===== config.mk =====
export PLATFORM = sky130hd
export DESIGN_NAME = editor_campos_rtc
export DESIGN_NICKNAME = d
export VERILOG_FILES = /design/src/rtl/editor_campos_rtc.sv
export SDC_FILE = /design/constraint.sdc
export NUM_CORES = 1
export LEC_CHECK = 0
export ABC_AREA = 1
export BUFFER_PORTS_ARGS = -buffer_cell sky130_fd_sc_hd__clkbuf_2
export CAP_MARGIN = 20
export CORE_ASPECT_RATIO = 1.2
export CORE_MARGIN = 4
export CORE_UTILIZATION = 38
export DETAILED_ROUTE_END_ITERATION = 8
export HOLD_SLACK_MARGIN = 0.1
export PLACE_DENSITY = 0.68
export SLEW_MARGIN = 15
export SYNTH_ARGS = -nofsm -noshare
export SYNTH_HDL_FRONTEND = slang
export SYNTH_SLANG_ARGS = --single-unit
export TNS_END_PERCENT = 5

===== constraint.sdc =====
create_clock -name Reloj -period 2 [get_ports Reloj]
set_input_delay 0 -clock Reloj [delete_from_list [all_inputs] [get_ports Reloj]]
set_output_delay 0 -clock Reloj [all_outputs]
set_load 0.02 [all_outputs]

===== src/rtl/editor_campos_rtc.sv =====
// Turns one-hot keyboard commands into BCD edits of an hours/minutes/seconds register,
// acknowledging each command to the translator and requesting a write to the RTC.
module editor_campos_rtc #(
    parameter logic [7:0] HOR_MAX = 8'h23,
    parameter logic [7:0] MIN_MAX = 8'h59
) (
    input  logic       Reloj,
    input  logic       RST,
    input  logic [7:0] CMD,
    input  logic       EDIT_EN,
    input  logic       LOAD,
    input  logic [7:0] RD_HOR,
    input  logic [7:0] RD_MIN,
    input  logic [7:0] RD_SEG,
    input  logic       WR_ACK,
    output logic       S_DATA,
    output logic [7:0] HOR,
    output logic [7:0] MIN,
    output logic [7:0] SEG,
    output logic [1:0] CURSOR,
    output logic       WR_REQ,
    output logic       TIMER_ON,
    output logic       ALARM_STOP
);

    localparam logic [7:0] CMD_UP = 8'h20;
    localparam logic [7:0] CMD_DO = 8'h10;
    localparam logic [7:0] CMD_RI = 8'h08;
    localparam logic [7:0] CMD_LE = 8'h04;
    localparam logic [7:0] CMD_TO = 8'h02;
    localparam logic [7:0] CMD_AS = 8'h01;

    typedef enum logic [1:0] {IDLE, ACK, CLR} state_t;

    state_t     state;
    logic       do_exec;
    logic       cmd_valid;
    logic       do_edit;
    logic [7:0] sel_field;
    logic [7:0] sel_max;
    logic [7:0] edit_val;

    function automatic logic [7:0] bcd_inc(input logic [7:0] v, input logic [7:0] max);
        if (v == max) return 8'h00;
        if (v[3:0] == 4'd9) return {v[7:4] + 4'd1, 4'd0};
        return {v[7:4], v[3:0] + 4'd1};
    endfunction

    function automatic logic [7:0] bcd_dec(input logic [7:0] v, input logic [7:0] max);
        if (v == 8'h00) return max;
        if (v[3:0] == 4'd0) return {v[7:4] - 4'd1, 4'd9};
        return {v[7:4], v[3:0] - 4'd1};
    endfunction

    // Valid BCD bytes order the same as their decimal values, so a plain compare checks range
    function automatic logic [7:0] bcd_clean(input logic [7:0] v, input logic [7:0] max);
        if (v[7:4] > 4'd9 || v[3:0] > 4'd9 || v > max) return 8'h00;
        return v;
    endfunction

    always_comb begin
        do_exec   = (state == IDLE) && (CMD != 8'h00);
        cmd_valid = (CMD == CMD_UP) || (CMD == CMD_DO) || (CMD == CMD_RI) ||
                    (CMD == CMD_LE) || (CMD == CMD_TO) || (CMD == CMD_AS);
        do_edit   = do_exec && EDIT_EN && ((CMD == CMD_UP) || (CMD == CMD_DO));
        sel_field = HOR;
        sel_max   = HOR_MAX;
        case (CURSOR)
            2'd1: begin
                sel_field = MIN;
                sel_max   = MIN_MAX;
            end
            2'd2: begin
                sel_field = SEG;
                sel_max   = MIN_MAX;
            end
            default: ;
        endcase
        edit_val = (CMD == CMD_UP) ? bcd_inc(sel_field, sel_max) : bcd_dec(sel_field, sel_max);
    end

    // Commands are executed only on entry from IDLE, so a held key acts once
    always_ff @(posedge Reloj) begin
        if (!RST) begin
            state      <= IDLE;
            S_DATA     <= 1'b0;
            HOR        <= 8'h00;
            MIN        <= 8'h00;
            SEG        <= 8'h00;
            CURSOR     <= 2'd0;
            WR_REQ     <= 1'b0;
            TIMER_ON   <= 1'b0;
            ALARM_STOP <= 1'b0;
        end else begin
            ALARM_STOP <= 1'b0;
            case (state)
                IDLE: begin
                    if (do_exec) begin
                        S_DATA <= 1'b1;
                        state  <= ACK;
                        if (cmd_valid) begin
                            case (CMD)
                                CMD_RI: if (EDIT_EN) CURSOR <= (CURSOR == 2'd2) ? 2'd0 : CURSOR + 2'd1;
                                CMD_LE: if (EDIT_EN) CURSOR <= (CURSOR == 2'd0) ? 2'd2 : CURSOR - 2'd1;
                                CMD_TO: TIMER_ON   <= ~TIMER_ON;
                                CMD_AS: ALARM_STOP <= 1'b1;
                                default: ;
                            endcase
                        end
                    end
                end
                ACK: begin
                    S_DATA <= 1'b0;
                    state  <= CLR;
                end
                CLR: begin
                    if (CMD == 8'h00) state <= IDLE;
                end
                default: state <= IDLE;
            endcase

            if (do_edit) begin
                case (CURSOR)
                    2'd1:    MIN <= edit_val;
                    2'd2:    SEG <= edit_val;
                    default: HOR <= edit_val;
                endcase
            end else if (LOAD && !WR_REQ) begin
                HOR <= bcd_clean(RD_HOR, HOR_MAX);
                MIN <= bcd_clean(RD_MIN, MIN_MAX);
                SEG <= bcd_clean(RD_SEG, MIN_MAX);
            end

            // A fresh edit outranks a coincident acknowledge of the previous one
            if (do_edit) WR_REQ <= 1'b1;
            else if (WR_ACK) WR_REQ <= 1'b0;
        end
    end

endmodule

# After elaboration in Yosys (flattened, before gate mapping)
# Index checks and enable logic that the tools add are counted.
# word_totals
elab_cells,136
inputBits,37
output_inout_bits,30
register_bits,32
# classes
bitwise_logic,1
n_lt_le_gt_ge,9
eq_ne,19
n_mux,57
n_addsub,6
reduce_logical,35
# ops
op,count
$mux W8,24
$gt A4 B4 Y1 const B,6
$mux W1,22
$gt A8 B7 Y1 const B,2
$logic_not A8 Y1,2
$pmux W8 S2,1
$mux W2,6
$logic_or A1 B1 Y1,11
$ne A2 B2 Y1 const B,5
$reduce_and A2 Y1,5
$add A4 B1 Y4 const B,2
$eq A8 B1 Y1 const B,1
$eq A8 B2 Y1 const B,1
$eq A8 B3 Y1 const B,1
$eq A8 B4 Y1 const B,1
$eq A8 B5 Y1 const B,1
$eq A8 B6 Y1 const B,1
$eq A8 B8 Y1,1
$gt A8 B6 Y1 const B,1
$reduce_and A4 Y1,2
$reduce_bool A2 Y1,4
$reduce_bool A8 Y1,1
$sub A4 B1 Y4 const B,2
$mux W7,1
16 further kinds,23

# Depth between registers and ports, before layout
# Gate-level depths: netlist of the first run.
# depth
word_depth,11
ltp_mapped,17
depth_no_buf,16

# Worst setup path after synthesis of the first run
# No wires, ideal clock.
# synth_path
path_type,reg-to-reg
startpoint,register CURSOR[0]
endpoint,register HOR[6]
t_required_ps,1882
stages_incl_launch_ff,15
period_less_slack_ps,2399
t_arrival_ps,2281
slack_ps,-399
setup_ps,118
n_path_buf,0
path_cell_list,dfxtp_1 -> inv_1 -> ha_1 -> or2_2 -> nand2_2 -> ha_1 -> nand2_2 -> nor2_4 -> nand3_2 -> nand2_1 -> inv_1 -> nand2_1 -> nand2_1 -> nand2_1 -> a21oi_1
# synth_between
elab_chain_cells,10
elab_cells_between_ends,29
cone_classes,2 x add/sub; 5 x eq/ne; 18 x mux; 4 x reduce/logical
# synth_lines
item,line_no,source
from (decl),20,"output logic [1:0] CURSOR,"
from (signal assigned),103,CMD_RI: if (EDIT_EN) CURSOR <= (CURSOR == 2'd2) ? 2'd0 : CURSOR + 2'd1;
from (signal assigned),104,CMD_LE: if (EDIT_EN) CURSOR <= (CURSOR == 2'd0) ? 2'd2 : CURSOR - 2'd1;
branches (longest 10 deep; another with $sub A4 B1 Y4),--,
to (signal assigned),126,default: HOR <= edit_val;
to (signal assigned),129,"HOR <= bcd_clean(RD_HOR, HOR_MAX);"
to (decl),17,"output logic [7:0] HOR,"
# Parallel ways; which one is timed is not known. The select of a mux whose other input is x is not followed.
# A chain may end at the register's enable or synchronous reset.

# Worst setup path in the final report of the first run
# layout_path
startpoint,register CURSOR[0]
endpoint,register SEG[0]
# layout_between
elab_chain_cells,10
elab_cells_between_ends,28
cone_classes,2 x add/sub; 5 x eq/ne; 17 x mux; 4 x reduce/logical
# layout_lines
item,line_no,source
$eq A2 B2 Y1 or $eq A2 B1 Y1 (tied branches),"68, 123",
$pmux W8 S2,68,case (CURSOR)
$eq A4 B4 Y1 or $logic_not A4 Y1 (tied branches),"45, 51",
"$mux W1, on equally long branches (2 in a row)","45, 51",
"$mux W8, on equally long branches","46, 52",
"$mux W8, on equally long branches","45, 51",
$mux W8,79,"edit_val = (CMD == CMD_UP) ? bcd_inc(sel_field, sel_max) : bcd_dec(sel_field, sel_max);"
$mux W8,123,case (CURSOR)
$mux W8,122,if (do_edit) begin
to (signal assigned),125,2'd2: SEG <= edit_val;
to (signal assigned),131,"SEG <= bcd_clean(RD_SEG, MIN_MAX);"
to (decl),19,"output logic [7:0] SEG,"
# Several ways; a longest one is shown, not always the timed one. The select of a mux whose other input is x is not followed.

==> impl.org, run 1 <==
** Global route
- Tot GR Track Use :: 20.1%
- The number of global-route vias before repair was 3173.
- Congestion Overflow GR :: 0
- Initial antenna violation count :: 0
- Global-route wire length before repair :: 14200 um
- Entering global routing, the biggest net connects 28 pins.

** Route
- Once detail routing completed, the nets flagged for antenna violations numbered 0.
- DRC violation count after routing :: 0
- The first routing iteration left 173 violations.
- 1st-pass router iterations :: 4
- Routed via count :: 3280
- Number of vias per cell :: 5.20
- Total length of routed wires :: 8630 um
- Dividing the detail-routed wire length by the instance count gives 13.7 um.

** Logic synthesis
- Compound-Gate Fraction of Synth Area :: 12.7%
- Fraction of registers with async set/reset :: 0%
- Post-synthesis xor/xnor area fraction :: 0.958%
- Yosys mapped the design onto 34 distinct sky130hd cell types.
- Post-synth net total :: 490
- Mean instance size in the synthesized netlist :: 6.21 sq um
- Measured against the total synthesized area, the mux share comes to 0%.
- Library cell occupying the most area in the post-synthesis netlist :: sky130_fd_sc_hd__dfxtp_1
- Post-synth top flop :: sky130_fd_sc_hd__dfxtp_1
- The Yosys step of the flow raised 0 warnings.
- Flop and latch count out of synthesis :: 32
- The synthesized design devotes to its leading area cell type 23.3% of total area.
- The share of the Yosys chip area taken by registers is 23.3%.
- The cell area that synthesis handed to floorplanning was 0.00274 sq mm.
- Dominant cells by area after synthesis :: sky130_fd_sc_hd__dfxtp_1 (23%), sky130_fd_sc_hd__nand2_1 (16%), sky130_fd_sc_hd__nand3_1 (9.5%), sky130_fd_sc_hd__a21oi_1 (8.4%), sky130_fd_sc_hd__inv_1 (6.7%)
- EDFF count, synth :: 0
- After technology mapping, the gate count stands at 442.
- Largest family of logic cells by synthesized area :: simple AND/OR/NAND/NOR gates
- The synthesized netlist devotes 5.02% of its cell area to adder and majority cells.
- Area fraction in and, or, nand and nor cells after synthesis :: 46.7%

** Clocking
- For the worst-skew pair, the clock arrives at the later sink with an insertion delay of 0.29 ns.
- Num Clock Sinks :: 32
- CTS built an H-tree with a depth of 2.
- Root cell of the clock tree :: sky130_fd_sc_hd__clkbuf_8
- TritonCTS built the clock tree.
- Clock tree synthesis inserted a total of 5 buffers.
- The longest clock path from root to sink contains 2 buffers.
- Clock-pin slew reported for the worst setup and hold paths after clock tree synthesis :: 0.07 ns

** Timing
- Across all setup checks in the final design, the least slack found is -0.209 ns.
- Headroom to the max-slew limit :: 60.4%
- For the pin with the worst max-slew slack, the measured transition is 0.589 ns.
- Counting I/O delays and the setup requirement, the final critical path takes 2.21 ns.
- The final hold violation count came to 0.
- Maximum clock frequency :: 453 MHz
- The max-slew violation count is 0.
- Setup repair after global routing could not meet its margin everywhere.
- Endpoints failing setup :: 24
- Final clock skew :: 0.00993 ns
- Of the available clock period, the critical path in the final layout requires 110%.
- Setup Total Neg Slack :: -3.65 ns
- Hold timing on the final database bottoms out at a slack of 0.131 ns.

** Power and ir drop
- Power density cells :: 470 mW/mm^2
- Net switching is 35.0% of the power.
- Static Leak :: 1.91 nW
- Portion of total power attributed to sequential cells :: 39.6%
- Across the VDD grid, the largest voltage drop is 0.242 mV.
- Switching power of the nets :: 0.619 mW
- Portion of total power attributed to combinational logic :: 32.6%
- Of the total power, the clock network draws 27.8%.
- Internal power comes to 1.15 mW.

** Die
- In this run the vertical extent of the chip is 101 um.
- Pin placement for this block handled 67 I/O pins.
- Starting density of the core :: 39.6%
- In this run the horizontal extent of the chip is 85.6 um.
- The die covers 0.00865 sq mm.
- Row count :: 33
- The total area inside the core boundary comes to 0.00694 sq mm.

** Worst setup path
- Kind of end point of the critical path :: flip-flop
- Data arrives at the worst endpoint at 2.45 ns.
- Along the worst path, the maximum fanout reaches 7.
- Sort of element at the start of the critical path :: flip-flop
- Data on the critical path is required at its endpoint by 2.24 ns.
- By startpoint and endpoint, the worst setup path is classified as reg -> reg.
- The number of cells on the worst reg-to-reg path is 14.

** Layout
- The post-route netlist has 32.2% of its cells at a drive strength greater than 1.
- Area added between synthesis and finish :: 36.8%
- Number of nets in the layout :: 592
- The repair_antennas step left the layout with diodes totalling 0.
- Counting the fill cells in the layout gives 695.
- Share of the core filled with cells :: 54.1%

** Place
- Setup slack after placement :: -0.236 ns
- DP Wirelength :: 6640 um
- In this run the tool buffered the top-level ports with 66 buffer cells.
- Placer's final routability congestion estimate :: 0.908

** Hold path
- Along the worst hold path, the cell count comes to 5.
- Type of the worst min-delay path :: in -> reg

** Flow run
- The tool flagged a number of max-cap violations equal to 0.

** Status
- Failing checks :: negative setup slack
- The flow ran to the end, but the final reports show violations.
cell usage in the layout, fill, tap and decap left out, types with 4 or more instances in the layout:
cell type and instances:
sky130_fd_sc_hd__dfxtp_1 30, sky130_fd_sc_hd__nand3b_1 17, sky130_fd_sc_hd__nand2_4 6, sky130_fd_sc_hd__nand3_1 51
sky130_fd_sc_hd__clkbuf_2 66, sky130_fd_sc_hd__buf_4 35, sky130_fd_sc_hd__ha_4 6, sky130_fd_sc_hd__a21oi_2 7
sky130_fd_sc_hd__nand2_2 13, sky130_fd_sc_hd__nand2_1 110, sky130_fd_sc_hd__nor2_1 41, sky130_fd_sc_hd__nor2_4 4
sky130_fd_sc_hd__a21oi_1 39, sky130_fd_sc_hd__inv_4 4, sky130_fd_sc_hd__dlygate4sd3_1 5, sky130_fd_sc_hd__o21ai_0 10
sky130_fd_sc_hd__clkbuf_8 5, sky130_fd_sc_hd__nand4_1 4, sky130_fd_sc_hd__ha_1 4, sky130_fd_sc_hd__nor2_2 7
sky130_fd_sc_hd__inv_1 45
metrics by stage:
stage	cell area (sq um)	power, mW	std cells
4_1_cts	3720	1.75	630
3_5_place_dp	3440	1.23	612
3_3_place_gp	3440	1.22	612
5_1_grt	3750	1.87	631
6_report	3750	1.77	631
2_1_floorplan	2830	1.05	442
worst max-delay path, stage by stage, from the launching register on:
cell                      delay, ns
sky130_fd_sc_hd__dfxtp_4       0.38
sky130_fd_sc_hd__inv_4         0.06
sky130_fd_sc_hd__ha_4          0.33
sky130_fd_sc_hd__inv_4         0.07
sky130_fd_sc_hd__o21ai_4       0.24
sky130_fd_sc_hd__ha_4          0.19
sky130_fd_sc_hd__nand2_4       0.06
sky130_fd_sc_hd__nor2_4        0.18
sky130_fd_sc_hd__buf_4         0.13
sky130_fd_sc_hd__o21ai_0       0.10
sky130_fd_sc_hd__a21oi_2       0.22
sky130_fd_sc_hd__nor2_1        0.06
sky130_fd_sc_hd__nand2_1       0.06
sky130_fd_sc_hd__nand2_1       0.05
sky130_fd_sc_hd__inv_1         0.05
power groups by stage:
| stage | combinational (mW) | sequential, mW | clock [mW] |
|---|---|---|---|
| CTS | 0.559 | 0.699 | 0.493 |
| detailed placement | 0.520 | 0.713 | 0 |
| global placement | 0.512 | 0.712 | 0 |
| finish | 0.575 | 0.700 | 0.491 |
| global route | 0.641 | 0.704 | 0.530 |
| floorplan | 0.310 | 0.743 | 0 |
cells in the mapped netlist (2+ instances only):
library cell               instances
sky130_fd_sc_hd__nand2_4           3
sky130_fd_sc_hd__inv_1            49
sky130_fd_sc_hd__nand3_2           2
sky130_fd_sc_hd__nand2_2          10
sky130_fd_sc_hd__nand4_1           4
sky130_fd_sc_hd__nand3b_1         17
sky130_fd_sc_hd__buf_2             7
sky130_fd_sc_hd__ha_1             11
sky130_fd_sc_hd__nand3_1          52
sky130_fd_sc_hd__buf_6             6
sky130_fd_sc_hd__o21ai_1           2
sky130_fd_sc_hd__nor2_4            3
sky130_fd_sc_hd__nor3_1            3
sky130_fd_sc_hd__nor2_1           43
sky130_fd_sc_hd__o21ai_0          10
sky130_fd_sc_hd__a21oi_1          46
sky130_fd_sc_hd__xor2_1            3
sky130_fd_sc_hd__a211oi_1          2
sky130_fd_sc_hd__nand2_1         116
sky130_fd_sc_hd__nor2_2            6
sky130_fd_sc_hd__dfxtp_1          32
sky130_fd_sc_hd__o21ai_2           2
sky130_fd_sc_hd__buf_4             2
state kept, by name, indices dropped and copies added (netlist names):
signal and flops:
WR_REQ 1, CURSOR 2, state 2, TIMER_ON 1, HOR 8, ALARM_STOP 1
SEG 8, MIN 8, S_DATA 1
layout make-up:
type | count | area [sq um] | share of cell area, %
clock inverter | 2 | 11.3 | 0.300
clock buffer | 5 | 68.8 | 1.83
timing repair buffer | 111 | 747 | 19.9
multi-input combinational | 344 | 1980 | 52.6
tap | 87 | 109 | 2.90
inverter | 50 | 195 | 5.20
sequential | 32 | 648 | 17.3
cell families (layout without fill, tap and decap cells):
family,Yosys count,count (layout)
AO/OA/AOI/OAI,65,65
XOR/XNOR,3,3
AND/OR/NAND/NOR,265,265
adder cells (fa/ha/maj),11,11
flip-flops,32,32
buffers and inverters,66,168
worst paths after layout:
kind | start | slack [ns] | to
setup reg to reg | CURSOR[0] | -0.21 | SEG[0]
hold / removal | RD_MIN[4] | 0.13 | MIN[4]
hold reg to reg | S_DATA | 0.47 | S_DATA
setup / recovery | CURSOR[0] | -0.21 | SEG[0]
metal layers:
metal / vias to the layer above / GRT usage, % / wire, um
li1: 1640 / - / -
met2: 117 / 35.7 / 4360
met3: 31 / 2.62 / 481
met1: 1492 / 23.9 / 3490
met4: 0 / 8.89 / 290
met5: - / 0 / 0
repair_timing:
action,4_1_cts,5_1_grt
cloned,1,0
resized for setup,23,6
setup buffers,5,1
endpoints found under the hold margin,2,0
pin swaps,12,4
endpoints found under the setup margin,24,24
hold buffers,5,0
Note: power is estimated with default switching activity, not from simulation.
==> inputs of run 2 (changes only) <==
- PLACE_DENSITY: 0.68 -> 0.66
- SKIP_CTS_REPAIR_TIMING: not set -> 1
- clock period: 2 -> 2.3 ns (I/O delays scaled with it)
==> run 2 against run 1 <==
Against the previous run:
- the run now ends clean
- final cell count shrank 2.7%
- utilization fell by 3.6 points
- largest cell class unchanged
- hold slack gained 0.0028 ns
- clock-buffer cell count is 3 higher
- wire length shrank 6.9%
- combinational power down 20%
- critical endpoint is now SEG[6]
- critical path type unchanged
==> impl.org, run 2 (same netlist as run 1, synthesis figures left out) <==
** Clocking
- H-tree levels :: 2 (unchanged)
- The largest buffer count on any clock path was 2 (unchanged).
- Cts bufs inserted :: 5 (unchanged)
- TritonCTS built the clock tree.
- Clock-pin slew reported for the worst setup and hold paths after clock tree synthesis :: 0.07 ns (about the same)
- Root cell of the clock tree :: sky130_fd_sc_hd__clkbuf_8
- Clock insertion delay at the later pin of the skew report :: 0.29 ns (about the same)
- Num Clock Sinks :: 32 (unchanged)

** Worst setup path
- Kind of end point of the critical path :: flip-flop
- The maximum cell stage delay along the critical path is 0.39 ns (about the same).
- Depth of the critical timing path with buffers and inverters included :: 14 (unchanged)
- Setup slack of the most critical reg-to-reg path :: 0.13 ns (+0.34 ns)
- The highest fanout seen on the critical path came to 8 (+1).
- Critical path origin :: CURSOR[0]
- STA classifies the critical path startpoint as a flip-flop.
- Cell repeated most along the worst path :: sky130_fd_sc_hd__nand2_1
- Origin of the critical flop-to-flop path :: CURSOR[0]
- The combined buffer and inverter count along the critical path was 2 (-2).
- Standard cell with the maximum stage delay on the critical path :: sky130_fd_sc_hd__dfxtp_4
- Worst Setup EP :: SEG[6]
- End of the worst register-to-register path :: SEG[6]
- Cell family with the largest share of critical-path delay :: simple AND/OR/NAND/NOR gates
- Count of cells along the worst register-to-register path :: 14 (unchanged)
- Data arrival time of the worst path :: 2.35 ns (-0.10 ns)
- Traced cell by cell, the critical path runs through inv_4 > ha_4 > or2_2 > nand2_2 > ha_2 > nand2_4 > nor2_4 > nand3_2 > nand2_1 > inv_1 > nand2_1 > nand2_1 > nand2_2 > a21oi_1.
- The worst setup path is of the reg -> reg kind.
- Required time at the worst-slack endpoint :: 2.48 ns (+0.24 ns)

** Layout
- Diode count :: 0 (unchanged)
- Leaving out fill and tap cells, the most frequent cell in the layout is sky130_fd_sc_hd__nand2_1.
- Area added between synthesis and finish :: 27.8%
- Number of nets in the layout :: 574 (-3.0%)
- The largest registers in the layout are HOR (8), MIN (8), SEG (8).
- Filler cell count :: 710 (+2.2%)
- Most frequent cells in the layout :: sky130_fd_sc_hd__nand2_1 (112), sky130_fd_sc_hd__clkbuf_2 (66), sky130_fd_sc_hd__nand3_1 (51)
- Proportion of layout cells with a drive suffix above 1 :: 27.7% (-4.5 points)

** Timing
- RSZ-0062 raised after global routing :: true
- The final period utilization came to 94.3% (-16 points).
- The peak clock frequency supported by timing came to 461 MHz (+1.9%).
- Headroom to the max-slew limit :: 58.7% (-1.7 points)
- The final hold violation count came to 0 (unchanged).
- Transition at the pin with the smallest max-transition slack :: 0.615 ns (+0.0252 ns)
- Minimum clock period :: 2.17 ns (-0.0404 ns)
- The worst slack on hold paths was 0.134 ns (+0.00278 ns).
- The total of endpoints with negative setup slack in the final report came to 0 (-100%).
- Final Max Slew Viols :: 0 (unchanged)
- Final clock skew :: 0.00609 ns (-0.00385 ns)

** Status
- The run finished with clean final reports.

** Die
- The die width came to 85.6 um (unchanged).
- Chip Height :: 101 um (unchanged)
- Row count :: 33 (unchanged)
- The number of I/O pins was 67 (unchanged).
- The floorplan die area is 0.00865 sq mm (unchanged).
- Core area :: 0.00694 sq mm (unchanged)
- The starting density of the core came to 39.6% (unchanged).

** Place
- Placer's final routability congestion estimate :: 0.870 (-4.2%)
- DP Wirelength :: 6280 um (-5.4%)
- Count of buffers from port buffering :: 66 (unchanged)

** Global route
- GRT Max-Usage Layer :: met2
- The met1 track utilization from global routing is 24.1% (+0.25 points).
- The remaining global-route overflow is 0 (unchanged).
- The overall fraction of global-route tracks in use was 18.5% (-1.6 points).
- Met2 Usage GRT :: 32.0% (-3.7 points)
- Initial antenna violation count :: 0 (unchanged)
- Largest net degree at the start of global routing :: 29 (+3.6%)
- The global-route wire length before repair was 13100 um (-7.8%).
- Fraction of met3 tracks used by global routing :: 2.13% (-0.49 points)
- The number of global-route vias before repair came to 2812 (-11%).

** Route
- The wire length per cell after detailed routing is 13.1 um (-4.4%).
- The overall via count from detail_route was 3080 (-6.1%).
- 1st-pass router iterations :: 5 (+1)
- Total length of routed wires :: 8030 um (-6.9%)
- The remaining antenna violation count came to 0 (unchanged).
- The residual DRC count is 0 (unchanged).
- Violation count after the first detailed-route iteration :: 212 (+23%)
- Number of vias per cell :: 5.02 (-3.5%)

** Power and ir drop
- Peak supply drop :: 0.330 mV (+37%)
- Overall power :: 1.52 mW (-14%)
- Power density cells :: 433 mW/mm^2 (-7.8%)
- Static Leak :: 1.81 nW (-5.5%)

** Hold path
- Type of the worst min-delay path :: in -> reg
- Number of stages on the worst hold path :: 5 (unchanged)

** Flow run
- Number of max-cap violations :: 0 (unchanged)
run 2: cell types whose count changed in the layout (fill, tap and decap cells not counted), moves of 2 or more:
cell	delta
sky130_fd_sc_hd__inv_4	-3
sky130_fd_sc_hd__clkbuf_1	+2
sky130_fd_sc_hd__nor2_2	-2
sky130_fd_sc_hd__a21oi_1	+4
sky130_fd_sc_hd__ha_2	+2
sky130_fd_sc_hd__nand2_1	+2
sky130_fd_sc_hd__ha_4	-3
sky130_fd_sc_hd__nor2_1	+2
sky130_fd_sc_hd__inv_1	+2
sky130_fd_sc_hd__buf_4	-15
sky130_fd_sc_hd__a21oi_2	-4
run 2: stage by stage:
step / setup TNS [ns] / cells / util (%) / setup WS (ns) / area (sq um)
final: 0 / 614 / 50.5 / 0.132 / 3510
after global routing: -0.178 / 614 / 50.5 / -0.0390 / 3510
after CTS: -2.59 / 607 / 48.0 / -0.152 / 3330
after detailed placement: -2.10 / 599 / 46.7 / -0.136 / 3240
after global placement: -0.536 / 599 / 46.7 / -0.0688 / 3240
after floorplan: 0 / 442 / - / 0.0175 / 2750
run 2: routing by layer:
| metal | up-vias | routed length [um] | part of all wire [%] |
|---|---|---|---|
| met2 | 119 | 3810 | 47 |
| met3 | 10 | 460 | 5.7 |
| met1 | 1347 | 3620 | 45 |
| li1 | 1604 | - | - |
| met4 | 0 | 137 | 1.7 |
| met5 | - | 0 | 0 |
run 2: worst min-delay path, stage by stage:
cell and delay, ns:
sky130_fd_sc_hd__clkbuf_2 0.08, sky130_fd_sc_hd__nand4_1 0.10, sky130_fd_sc_hd__nand2_1 0.06, sky130_fd_sc_hd__nor2_1 0.08
sky130_fd_sc_hd__nor2_1 0.05
run 2: final cells by class:
cell class / instances / area [sq um] / area share [%]
multi-input combinational: 345 / 1910 / 54.5
sequential: 32 / 646 / 18.4
timing repair buffer: 92 / 561 / 16.0
inverter: 50 / 190 / 5.42
tap: 87 / 109 / 3.10
clock buffer: 8 / 90.1 / 2.57
run 2: worst min path at each step:
| stage | from | to | slack [ns] |
|---|---|---|---|
| after CTS | WR_ACK | WR_REQ | -0.05 |
| after detailed placement | WR_ACK | WR_REQ | 0.26 |
| after floorplan | CMD[0] | ALARM_STOP | 0.16 |
| after global placement | WR_ACK | WR_REQ | 0.26 |
| final | RD_HOR[0] | HOR[0] | 0.13 |
| after global routing | RD_HOR[1] | HOR[1] | 0.18 |
run 2: power breakdown:
group,internal (mW),switching (mW)
registers,0.584,0.0255
clock network,0.244,0.208
logic,0.179,0.279
